[config.mk]
export PLATFORM = sky130hd
export DESIGN_NAME = packet_deserializer_flat
export DESIGN_NICKNAME = d
export VERILOG_FILES = /design/src/rtl/packet_deserializer_if.sv /design/src/rtl/packet_deserializer.sv /design/src/flat_wrapper.sv
export SDC_FILE = /design/constraint.sdc
export NUM_CORES = 1
export LEC_CHECK = 0
export CAP_MARGIN = 10
export CELL_PAD_IN_SITES_DETAIL_PLACEMENT = 0
export CELL_PAD_IN_SITES_GLOBAL_PLACEMENT = 2
export CORE_UTILIZATION = 33
export CTS_BUF_LIST = sky130_fd_sc_hd__clkbuf_2
export CTS_CLUSTER_DIAMETER = 80
export CTS_CLUSTER_SIZE = 25
export DETAILED_ROUTE_END_ITERATION = 6
export PLACE_DENSITY_LB_ADDON = 0.1
export REMOVE_ABC_BUFFERS = 1
export SYNTH_ARGS = -nofsm -noshare
export SYNTH_HDL_FRONTEND = slang
export SYNTH_SLANG_ARGS = --single-unit
[constraint.sdc]
create_clock -name i_clk -period 2.2 [get_ports i_clk]
set_input_delay 0.55 -clock i_clk [delete_from_list [all_inputs] [get_ports i_clk]]
set_output_delay 0.55 -clock i_clk [all_outputs]
set_load 0.1 [all_outputs]
[src/rtl/packet_deserializer_if.sv]
// rtl/packet_deserializer_if.sv - frame output valid/ready bundle for packet_deserializer
// master side presents frames, slave side consumes them.
interface packet_deserializer_if #(
   parameter int PACKET_SIZE = 192
);
   logic [PACKET_SIZE-1:0] packet_out;
   logic                   packet_valid;
   logic                   packet_ready;

   modport master (
      output packet_out,
      output packet_valid,
      input  packet_ready
   );

   modport slave (
      input  packet_out,
      input  packet_valid,
      output packet_ready
   );
endinterface

[src/rtl/packet_deserializer.sv]
// rtl/packet_deserializer.sv - sync-hunting bit-serial frame assembler
// Hunts SYNC_PATTERN, shifts in a PACKET_SIZE frame MSB-first, holds it in a one-deep output buffer.
module packet_deserializer #(
   parameter int                    PACKET_SIZE  = 192,
   parameter int                    SYNC_WIDTH   = 8,
   parameter logic [SYNC_WIDTH-1:0] SYNC_PATTERN = 8'hFF,
   parameter int                    GAP_TIMEOUT  = 4096
) (
   input  logic                   i_clk,
   input  logic                   i_rst,
   input  logic                   i_bit_in,
   input  logic                   i_bit_valid,
   packet_deserializer_if.master  o_pkt,
   output logic                   o_busy,
   output logic                   o_overrun,
   output logic                   o_sync_lost
);

   localparam int CNT_W = $clog2(PACKET_SIZE + 1);
   localparam int GAP_W = $clog2(GAP_TIMEOUT + 1);

   localparam logic [CNT_W-1:0] CNT_LAST = CNT_W'(PACKET_SIZE - 1);
   localparam logic [CNT_W-1:0] CNT_SYNC = CNT_W'(SYNC_WIDTH);
   localparam logic [GAP_W-1:0] GAP_MAX  = GAP_W'(GAP_TIMEOUT);

   typedef enum logic [0:0] {
      ST_HUNT    = 1'b0,
      ST_COLLECT = 1'b1
   } state_t;

   state_t                 r_state;
   state_t                 w_state_next;

   logic [SYNC_WIDTH-1:0]  r_hunt_sr;
   logic [PACKET_SIZE-1:0] r_frame_sr;
   logic [CNT_W-1:0]       r_count;
   logic [GAP_W-1:0]       r_gap;
   logic                   r_sync_lost;

   logic [PACKET_SIZE-1:0] r_pkt_out;
   logic                   r_pkt_valid;
   logic                   r_overrun;

   logic [SYNC_WIDTH-1:0]  w_hunt_next;
   logic [PACKET_SIZE-1:0] w_frame_next;
   logic [GAP_W-1:0]       w_gap_inc;
   logic                   w_lock;
   logic                   w_complete;
   logic                   w_timeout;
   logic                   w_buf_free;

   always_ff @(posedge i_clk) begin
      if (i_rst) begin
         r_state <= ST_HUNT;
      end else begin
         r_state <= w_state_next;
      end
   end

   always_comb begin
      w_hunt_next  = {r_hunt_sr[SYNC_WIDTH-2:0], i_bit_in};
      w_frame_next = {r_frame_sr[PACKET_SIZE-2:0], i_bit_in};
      w_gap_inc    = r_gap + GAP_W'(1);
      w_state_next = r_state;
      w_lock       = 1'b0;
      w_complete   = 1'b0;
      w_timeout    = 1'b0;
      case (r_state)
         ST_HUNT: begin
            if (i_bit_valid && (w_hunt_next == SYNC_PATTERN)) begin
               w_lock       = 1'b1;
               w_state_next = ST_COLLECT;
            end
         end
         ST_COLLECT: begin
            if (i_bit_valid) begin
               if (r_count == CNT_LAST) begin
                  w_complete   = 1'b1;
                  w_state_next = ST_HUNT;
               end
            end else if (w_gap_inc == GAP_MAX) begin
               w_timeout    = 1'b1;
               w_state_next = ST_HUNT;
            end
         end
         default: begin
            w_state_next = ST_HUNT;
         end
      endcase
   end

   // Leaving COLLECT clears hunt_sr so a new lock never borrows bits from the previous frame.
   always_ff @(posedge i_clk) begin
      if (i_rst) begin
         r_hunt_sr   <= '0;
         r_frame_sr  <= '0;
         r_count     <= '0;
         r_gap       <= '0;
         r_sync_lost <= 1'b0;
      end else begin
         r_sync_lost <= w_timeout;
         case (r_state)
            ST_HUNT: begin
               if (i_bit_valid) begin
                  r_hunt_sr <= w_hunt_next;
                  if (w_lock) begin
                     r_frame_sr <= PACKET_SIZE'(SYNC_PATTERN);
                     r_count    <= CNT_SYNC;
                     r_gap      <= '0;
                  end
               end
            end
            ST_COLLECT: begin
               if (i_bit_valid) begin
                  r_frame_sr <= w_frame_next;
                  r_count    <= r_count + CNT_W'(1);
                  r_gap      <= '0;
                  if (w_complete) begin
                     r_hunt_sr <= '0;
                  end
               end else begin
                  r_gap <= w_gap_inc;
                  if (w_timeout) begin
                     r_hunt_sr <= '0;
                  end
               end
            end
            default: begin
               r_hunt_sr <= '0;
            end
         endcase
      end
   end

   // A consumer handshake in the completion cycle frees the buffer for the new frame.
   assign w_buf_free = !r_pkt_valid || o_pkt.packet_ready;

   always_ff @(posedge i_clk) begin
      if (i_rst) begin
         r_pkt_out   <= '0;
         r_pkt_valid <= 1'b0;
         r_overrun   <= 1'b0;
      end else begin
         r_overrun <= 1'b0;
         if (w_complete) begin
            if (w_buf_free) begin
               r_pkt_out   <= w_frame_next;
               r_pkt_valid <= 1'b1;
            end else begin
               r_overrun <= 1'b1;
            end
         end else if (r_pkt_valid && o_pkt.packet_ready) begin
            r_pkt_valid <= 1'b0;
         end
      end
   end

   assign o_pkt.packet_out   = r_pkt_out;
   assign o_pkt.packet_valid = r_pkt_valid;
   assign o_busy             = (r_state == ST_COLLECT);
   assign o_overrun          = r_overrun;
   assign o_sync_lost        = r_sync_lost;

endmodule

[src/flat_wrapper.sv]
// flat-port wrapper written by rule: the top's interface ports become plain ports
module packet_deserializer_flat 
#(
   parameter int                    PACKET_SIZE  = 192,
   parameter int                    SYNC_WIDTH   = 8,
   parameter logic [SYNC_WIDTH-1:0] SYNC_PATTERN = 8'hFF,
   parameter int                    GAP_TIMEOUT  = 4096
)
  (i_clk, i_rst, i_bit_in, i_bit_valid, o_busy, o_overrun, o_sync_lost, o_pkt_packet_out, o_pkt_packet_valid, o_pkt_packet_ready);
  packet_deserializer_if #(.PACKET_SIZE(PACKET_SIZE)) o_pkt_i ();
  input  logic i_clk;
  input  logic i_rst;
  input  logic i_bit_in;
  input  logic i_bit_valid;
  output logic o_busy;
  output logic o_overrun;
  output logic o_sync_lost;
  output wire logic [$bits(o_pkt_i.packet_out)-1:0] o_pkt_packet_out;
  output wire logic [$bits(o_pkt_i.packet_valid)-1:0] o_pkt_packet_valid;
  input wire logic [$bits(o_pkt_i.packet_ready)-1:0] o_pkt_packet_ready;
  assign o_pkt_packet_out = o_pkt_i.packet_out;
  assign o_pkt_packet_valid = o_pkt_i.packet_valid;
  assign o_pkt_i.packet_ready = o_pkt_packet_ready;
  packet_deserializer #(.PACKET_SIZE(PACKET_SIZE), .SYNC_WIDTH(SYNC_WIDTH), .SYNC_PATTERN(SYNC_PATTERN), .GAP_TIMEOUT(GAP_TIMEOUT)) u_core (.i_clk(i_clk), .i_rst(i_rst), .i_bit_in(i_bit_in), .i_bit_valid(i_bit_valid), .o_pkt(o_pkt_i), .o_busy(o_busy), .o_overrun(o_overrun), .o_sync_lost(o_sync_lost));
endmodule
# == After elaboration in Yosys (flattened, before gate mapping) ==
# Index checks and enable logic that the tools add are counted.
# word_totals
latchBits,0
n_memories,0
mem_bits_rw,0
register_bits,415
inputBits,5
elab_cells,66
out_inout_bits,196
rom_bits,0
# classes
magnitude_cmp,0
add_sub_neg,2
n_reduce_logical,11
bitwise_logic,2
n_eq_ne,9
n_mul,0
n_shift,0
n_div,0
muxes,33
# op_table
operator,n
191-bit two-way mux,3
191-bit case mux with 2 select lines,1
13-bit two-way mux,3
7-bit two-way mux,4
13-bit case mux with 2 select lines,1
8-bit two-way mux,3
"8-bit == test, second input constant",2
8-bit case mux with 2 select lines,1
1-bit two-way mux,15
7-bit case mux with 2 select lines,1
"13-bit by 1-bit adder with 13-bit output, second input constant",1
"13-bit == test, second input constant",1
"8-bit by 1-bit adder with 8-bit output, second input constant",1
"2-bit inequality test, second input constant",3
"3-bit inequality test, second input constant",2
2-bit AND reduction,3
3-bit AND reduction,2
1-bit logical AND,2
"2-bit by 1-bit inequality test with 1-bit output, second input constant",1
1-bit inverter,2
1-bit case mux with 2 select lines,1
2-bit nonzero test,1
2-bit OR reduction,1
1-bit logical NOT,1
1-bit logical OR,1

# == Logic depth before layout (Yosys ltp) ==
# Gate-level depths: netlist of run 1.
# logic_depth
depth_word,8
depth_mapped,8
mapped_depth_nobuf,6

# == Worst setup path before layout of run 1 ==
# Ideal clock, no wire load.
# synth_path
path_kind,register -> register
start,"reg u_core.r_state, in the netlist u_core.o_busy"
end,reg u_core.r_frame_sr[137]
arrival_ns,2.121
n_path_buf,3
synth_period_minus_slack_ns,2.192
path_stages_with_launch,7
path_slack_ns,0.008
setup_time_ns,0.071
required_ns,2.129
cell_sequence,dfxtp_1 > and2_1 > buf_2 > buf_1 > clkbuf_1 > nand2_1 > a21oi_1
# synth_between
elab_chain_len,3
elab_cells_between_ends,7
cone_classes,eq/ne (3); mux (2); bitwise (1); reduce/logical (1)
# synth_rtl
element,line,source
"start, declared",packet_deserializer.sv:31,state_t r_state;
"start signal, assigned",packet_deserializer.sv:56,r_state <= w_state_next;
1-bit two-way mux or 1-bit inverter (tied branches),"packet_deserializer.sv:68, packet_deserializer.sv:102",
2-bit by 1-bit inequality test with 1-bit output (no source line) or 2-bit inequality test (tied branches),n/a,
3-bit AND reduction (no source line),n/a,
"end signal, assigned",packet_deserializer.sv:107,r_frame_sr <= PACKET_SIZE'(SYNC_PATTERN);
"end signal, assigned",packet_deserializer.sv:115,r_frame_sr <= w_frame_next;
"end, declared",packet_deserializer.sv:35,logic [PACKET_SIZE-1:0] r_frame_sr;
# Parallel ways exist; a longest one is shown, timed or not.
# A chain may end at the register's enable or synchronous reset.

# == Worst setup path after layout of run 1 ==
# layout_path
start,"reg u_core.r_pkt_out[93], in the netlist u_core.o_pkt.packet_out[93]"
end,out o_pkt_packet_out[93]
# layout_lines
element,line,source
"start, declared",packet_deserializer.sv:40,logic [PACKET_SIZE-1:0] r_pkt_out;
"start signal, assigned",packet_deserializer.sv:147,r_pkt_out <= w_frame_next;
"end, declared",flat_wrapper.sv:18,output wire logic [$bits(o_pkt_i.packet_out)-1:0] o_pkt_packet_out;
# No word-level cell between the ends.

==> impl_metrics.py, run 1 <==
metrics = {
    "clock_network": {
        "h-tree-depth": 1,
        "cts_made_buffers": 26,
        "clk_pin_slew_ns": 0.47,
        "cts_root_buffer": "clkbuf_2",
        "tritoncts": "built",
        "clock_sinks": 415,
        "clock_latency_ns": 1.15,
        "clock_path_buffers": 3,
    },
    "run_status": {
        "violations": "negative setup slack",
        "outcome": "finished with violations",
    },
    "worst_hold_path": {
        "min_delay_path_depth": 3,
        "hold_path.class": "primary input to flip-flop",
        "hold-path-endpoint": "u_core.o_overrun",
        "hp-start": "o_pkt_packet_ready",
    },
    "yosys": {
        "syn_area_um2": 15000,
        "netlist_instances": 1891,
        "async_flop_share_pct": 0,
        "ys.flop_type": "dfxtp_1",
        "syn_area_per_cell_um2": 7.92,
        "ys_seq_area_share_pct": 55.5,
        "synth_cell_types": 48,
        "synth-seq-cells": 415,
        "yosysWarnings": 0,
        "synth_edf_count": 0,
    },
    "global_routing": {
        "grt_pass1_wl_mm": 70.2,
        "grt-ovfl-total": 0,
        "grt_pass1_vias": 12761,
        "grt.total_usage_pct": 18.3,
        "grt_max_degree": 84,
        "antenna_found_initial": 3,
    },
    "floorplan": {
        "start_util_pct": 33.6,
        "rows": 77,
        "fp.coreArea_um2": 44500,
        "die_area_um2": 46200,
        "io_pins": 201,
        "die_y_um": 215,
        "die_width_um": 215,
    },
    "power": {
        "cellPowerDensity_nw_per_um2": 529,
        "vdd_drop_max_mv": 0.372,
        "power_leakage_uw": 0.00690,
    },
    "timing": {
        "slew_viol_final": 0,
        "skew_ns": 0.138,
        "max_freq_mhz": 423,
        "rsz0062_at_grt": "yes",
        "hold_violations": 0,
        "setup_tns_ns": -10.36,
        "finalSetupViolations": 179,
        "period_minus_slack_ns": 2.36,
        "setup_slack_ns": -0.163,
        "min_period_over_period_pct": 107,
        "max_slew_margin_pct": 58.6,
        "worst_slew_pin_slew_ns": 0.621,
    },
    "worst_setup_path": {
        "r2r_end": "u_core.o_sync_lost",
        "critPathKind": "flip-flop to output pin",
        "r2r-start": "u_core.r_gap[0]",
        "end_kind": "output pin",
        "crit_arrival_ns": 1.81,
        "cp-start-kind": "flip-flop",
        "critPathTopFamily": "flip-flops",
        "path_cells": "buf_12",
        "ff2ff_setup_slack_ns": 0.12,
        "crit_buf_inv": 1,
        "critical_path_peak_fanout": 2,
        "slowest_stage": "dfxtp_4",
        "crit_required_ns": 1.65,
        "crit_path_start": "u_core.o_pkt.packet_out[93]",
        "slowest_delay_ns": 0.49,
        "worstRegToRegCells": 6,
    },
    "placement": {
        "io_buffers": 200,
        "preCtsSetupSlack_ns": -0.0550,
        "gp_congestion": 0.751,
        "place_area_um2": 17600,
        "dp_cells": 2598,
        "dp_hpwl_mm": 26.2,
    },
    "routing": {
        "drt-vias-per-instance": 4.98,
        "wl_mm": 42.9,
        "ant_nets": 0,
        "drc_errors": 0,
        "vias": 13234,
        "first_pass_iters": 5,
        "wl_per_cell_um": 16.1,
        "drt_first_iter_violations": 850,
    },
    "final_layout": {
        "nets": 2053,
        "final_cell_mix": "nand2_1, a21oi_1, buf_12",
        "syn_to_final_growth_pct": 39.8,
        "fin_cells": 2659,
        "drive_above_1_share_pct": 26.2,
        "mostFrequentLayoutCell": "nand2_1",
        "stdcell_area_um2": 20900,
    },
    "job": {
        "cap_violations": 0,
    },
}
## metal layers
layer  part of all wire [%]  routed length [µm]  GRT usage [%]  vias up
li1                       -                   -              -     6641
met3                    3.9                1690           2.56       44
met5                  0.040                  17              0        -
met4                    1.6                 675           4.07        2
met2                     47               20400           30.3      202
met1                     47               20200           25.3     6345
## registers in the layout, indices dropped and copies added (netlist names)
signal                     count
u_core.o_pkt.packet_out      192
u_core.r_frame_sr            191
u_core.r_gap                  13
u_core.r_count                 8
u_core.r_hunt_sr               7
u_core.o_busy                  1
u_core.o_overrun               1
u_core.o_pkt.packet_valid      1
u_core.o_sync_lost             1
## how the worst max path moves through the flow
stage / end / slack [ns] / cells after the start
after floorplan: u_core.o_pkt.packet_out[0] / -9.57 / 5
after global placement: u_core.o_pkt.packet_out[113] / -0.02 / 8
after detailed placement: u_core.o_pkt.packet_out[109] / -0.06 / 8
after CTS: o_pkt_packet_out[93] / -0.31 / 1
after global routing: o_pkt_packet_out[93] / -0.33 / 1
final: o_pkt_packet_out[93] / -0.16 / 1
## cell families after synthesis
kind of cell | count (synthesis) | share of synthesized area [%]
and+or+nand+nor | 867 | 24.3
AOI/OAI and AO/OA | 437 | 15.3
DFF | 415 | 55.5
buffers and inverters | 164 | 4.34
xor gates and xnor gates | 6 | 0.351
adders and majority gates | 2 | 0.167
## power by group
| group | switching, µW | internal [µW] | total (µW) | leakage, µW |
|---|---|---|---|---|
| Combinational | 143 | 47.5 | 191 | 0.00321 |
| Sequential | 1.62 | 7480 | 7480 | 0.00347 |
| Clock | 2740 | 670 | 3410 | 0.000219 |
## what timing repair did
action / in CTS / in global routing
resized for setup: 845 / 20
hold buffers: 2 / 0
setup endpoints to repair: 197 / 206
hold endpoints to repair: 183 / 0
buffers inserted: 6 / 4
cloned: 0 / 0
## cell usage after synthesis, types with 3 or more instances
cell type  number  area [µm²]
nand2_1       590        2210
dfxtp_1       415        8310
a21oi_1       391        1960
nand3_1       192         961
clkbuf_1      120         450
nor2_1         30         113
buf_2          27         135
nor3_1         21         105
buf_1          15        56.3
o21ai_0        13        65.1
o21ai_1         7        35.0
nand4_1         6        37.5
and3_1          5        31.3
xor2_1          5        43.8
a31oi_1         4        25.0
and2_1          4        25.0
o2111ai_1       4        35.0
and4_1          3        26.3
## through the flow
stage	total power (µW)	hold WS, ns	util (%)
floorplan	7690	0.424	-
global placement	7880	0.440	39.4
detailed placement	7880	0.448	39.4
CTS	11300	0.0788	46.8
global route	11600	0.0778	47.0
finish	11100	0.233	47.0
## layout make-up
class                           instances  area (µm²)
Timing Repair Buffer                  289        5000
Clock inverter                         20         233
Inverter                                2        7.51
Sequential cell                       415        8750
Multi-Input combinational cell       1312        6060
Tap cell                              592         741
Antenna cell                            2        5.00
Fill cell                            4399       23600
Clock buffer                           27         135
(Power assumes the default switching activity.)
==> run 2, diff against run 1 <==
--- a/config.mk
+++ b/config.mk
@@ -11,8 +11,8 @@
 export CORE_UTILIZATION = 33
 export CTS_BUF_LIST = sky130_fd_sc_hd__clkbuf_2
 export CTS_CLUSTER_DIAMETER = 80
-export CTS_CLUSTER_SIZE = 25
 export DETAILED_ROUTE_END_ITERATION = 6
+export MAX_ROUTING_LAYER = met4
 export PLACE_DENSITY_LB_ADDON = 0.1
 export REMOVE_ABC_BUFFERS = 1
 export SYNTH_ARGS = -nofsm -noshare
==> run 2 against run 1 <==
Compared with the run above: the run still ends with negative setup slack left; die area stayed put; cell area is 3.5% higher; final cell count is 6.3% higher; clock power is 65% higher; critical endpoint is now o_busy.
==> impl_metrics.py, run 2 (synthesized netlist as in run 1, its figures left out) <==
metrics = {
    "placement": {
        "gp_congestion": 0.761,
        "dp_hpwl_mm": 26.2,
        "io_buffers": 200,
        "place_area_um2": 17600,
    },
    "final_layout": {
        "seq_area_um2": 8760,
        "stdcell_area_um2": 21700,
        "nets": 2149,
        "n_fill_cell": 4457,
        "multi_input_area_um2": 6050,
        "final_cell_mix": "nand2_1, a21oi_1, buf_12",
        "mostFrequentLayoutCell": "nand2_1",
        "drive_above_1_share_pct": 30.7,
        "syn_to_final_growth_pct": 44.7,
        "largest_reg_flops": 192,
    },
    "timing": {
        "max_freq_mhz": 452,
        "max_slew_margin_pct": 58.4,
        "worst_slew_pin_slew_ns": 0.624,
        "setup_slack_ns": -0.0125,
        "min_period_over_period_pct": 101,
        "rsz0062_at_grt": "yes",
        "finalSetupViolations": 8,
        "slew_viol_final": 0,
        "holdWs_ns": 0.157,
        "period_minus_slack_ns": 2.21,
        "hold_violations": 0,
        "skew_ns": 0.0805,
    },
    "power": {
        "seq_power_share_pct": 56.0,
        "switching_share_pct": 25.7,
        "p_sw_uw": 3400,
        "pwr-share-clk_pct": 42.6,
        "power_leakage_uw": 0.00754,
        "vdd_drop_max_mv": 0.392,
        "cellPowerDensity_nw_per_um2": 611,
        "comb_power_share_pct": 1.4,
        "p_int_uw": 9820,
    },
    "clock_network": {
        "clk_pin_slew_ns": 0.11,
        "tritoncts": "built",
        "h-tree-depth": 3,
        "clock_latency_ns": 1.10,
        "cts_made_buffers": 115,
        "clock_sinks": 415,
        "clock_path_buffers": 3,
        "cts_root_buffer": "clkbuf_2",
    },
    "worst_setup_path": {
        "worstRegToRegCells": 6,
        "cp-start-kind": "flip-flop",
        "cp.depth": 1,
        "critical_path_peak_fanout": 2,
        "end_kind": "output pin",
        "path_cells": "buf_12",
        "crit_buf_inv": 1,
        "crit_required_ns": 1.65,
        "critPathTopFamily": "flip-flops",
        "critPathKind": "flip-flop to output pin",
        "slowest_delay_ns": 0.39,
        "slowest_stage": "dfxtp_4",
        "crit_arrival_ns": 1.66,
    },
    "run_status": {
        "violations": "negative setup slack",
        "outcome": "finished with violations",
    },
    "routing": {
        "ant_nets": 0,
        "wl_met3_mm": 2.13,
        "drc_errors": 0,
        "wl_per_cell_um": 15.8,
        "drt_first_iter_violations": 794,
        "vias": 13884,
        "first_pass_iters": 5,
        "top_layer": "met4",
        "wl_mm": 44.6,
        "drt-vias-per-instance": 4.91,
        "met2_length_mm": 21.2,
        "wirelength_met1_mm": 20.4,
    },
    "floorplan": {
        "start_util_pct": 33.6,
        "io_pins": 201,
        "die_area_um2": 46200,
        "die_width_um": 215,
        "rows": 77,
        "die_y_um": 215,
        "fp.coreArea_um2": 44500,
    },
    "global_routing": {
        "grt-ovfl-total": 0,
        "grt.total_usage_pct": 19.9,
        "grt_pass1_vias": 13718,
        "grt_pass1_wl_mm": 72.7,
        "grt_max_degree": 84,
        "antenna_found_initial": 2,
    },
    "job": {
        "cap_violations": 0,
    },
    "worst_hold_path": {
        "hold_path.class": "primary input to flip-flop",
        "min_delay_path_depth": 4,
    },
}
-- run 2: power groups by stage --
stage | Combinational (µW) | Sequential [µW] | Clock (µW)
global placement | 193 | 7680 | 0
finish | 191 | 7410 | 5630
floorplan | 11.0 | 7680 | 0
CTS | 194 | 7430 | 5930
detailed placement | 192 | 7680 | 0
global route | 208 | 7410 | 6360
-- run 2: area by class of cell --
| cell class | count | share of cell area [%] |
|---|---|---|
| Antenna cell | 4 | 0.0462 |
| Clock buffer | 180 | 4.16 |
| Clock inverter | 25 | 0.676 |
| Inverter | 2 | 0.0347 |
| Multi-Input combinational cell | 1312 | 27.9 |
| Sequential cell | 415 | 40.4 |
| Tap cell | 592 | 3.42 |
| Timing Repair Buffer | 296 | 23.3 |
-- run 2: stage by stage --
step / power, µW / setup TNS (ns) / std cells / setup WS [ns] / utilization, %
after floorplan: 7690 / -2552.87 / 1729 / -9.57 / -
after global placement: 7880 / -0.290 / 2598 / -0.0185 / 39.4
after detailed placement: 7880 / -3.92 / 2598 / -0.0550 / 39.4
after CTS: 13600 / -24.77 / 2812 / -0.173 / 48.3
after global routing: 14000 / -32.85 / 2826 / -0.217 / 48.7
final: 13200 / -0.0360 / 2826 / -0.0125 / 48.7
-- run 2: path summary, 6_finish.rpt --
kind                            slack [ns]                    from                      endpoint
worst max-delay path                 -0.01           u_core.o_busy                        o_busy
worst min-delay path                  0.16                i_bit_in           u_core.r_hunt_sr[0]
worst max register to register        0.15         u_core.r_gap[0]                 u_core.o_busy
worst min register to register        0.40  u_core.r_frame_sr[183]  u_core.o_pkt.packet_out[184]
-- run 2: routing by layer --
metal  global-route usage, %  vias to the layer above
met1                    24.8                     6602
met4                    6.76                        0
met3                    4.93                       88
met2                    31.2                      292
met5                       -                        -
li1                        -                     6902
-- run 2: worst reg2reg max path: stages, from the launching register on --
cell and delay, ns:
dfxtp_1 0.35, ha_2 0.22, nand4_1 0.17, or4_4 0.52, o2bb2ai_2 0.16, or2_0 0.26, o31a_1 0.29
-- run 2: repair_timing --
item                                   CTS  global route
hold buffers                             1             0
cloned                                   0             0
resized for setup                      845            20
endpoints found under the hold margin   60             0
setup buffers                            8            10
setup endpoints to repair              196           204
==> run 3, diff against run 2 <==
--- a/config.mk
+++ b/config.mk
@@ -12,9 +12,11 @@
 export CTS_BUF_LIST = sky130_fd_sc_hd__clkbuf_2
 export CTS_CLUSTER_DIAMETER = 80
 export DETAILED_ROUTE_END_ITERATION = 6
+export GPL_ROUTABILITY_DRIVEN = 0
 export MAX_ROUTING_LAYER = met4
 export PLACE_DENSITY_LB_ADDON = 0.1
 export REMOVE_ABC_BUFFERS = 1
+export SKIP_LAST_GASP = 1
 export SYNTH_ARGS = -nofsm -noshare
 export SYNTH_HDL_FRONTEND = slang
 export SYNTH_SLANG_ARGS = --single-unit
==> results of run 3 <==
Final layout, timing and power as in run 2 (identical DEF).
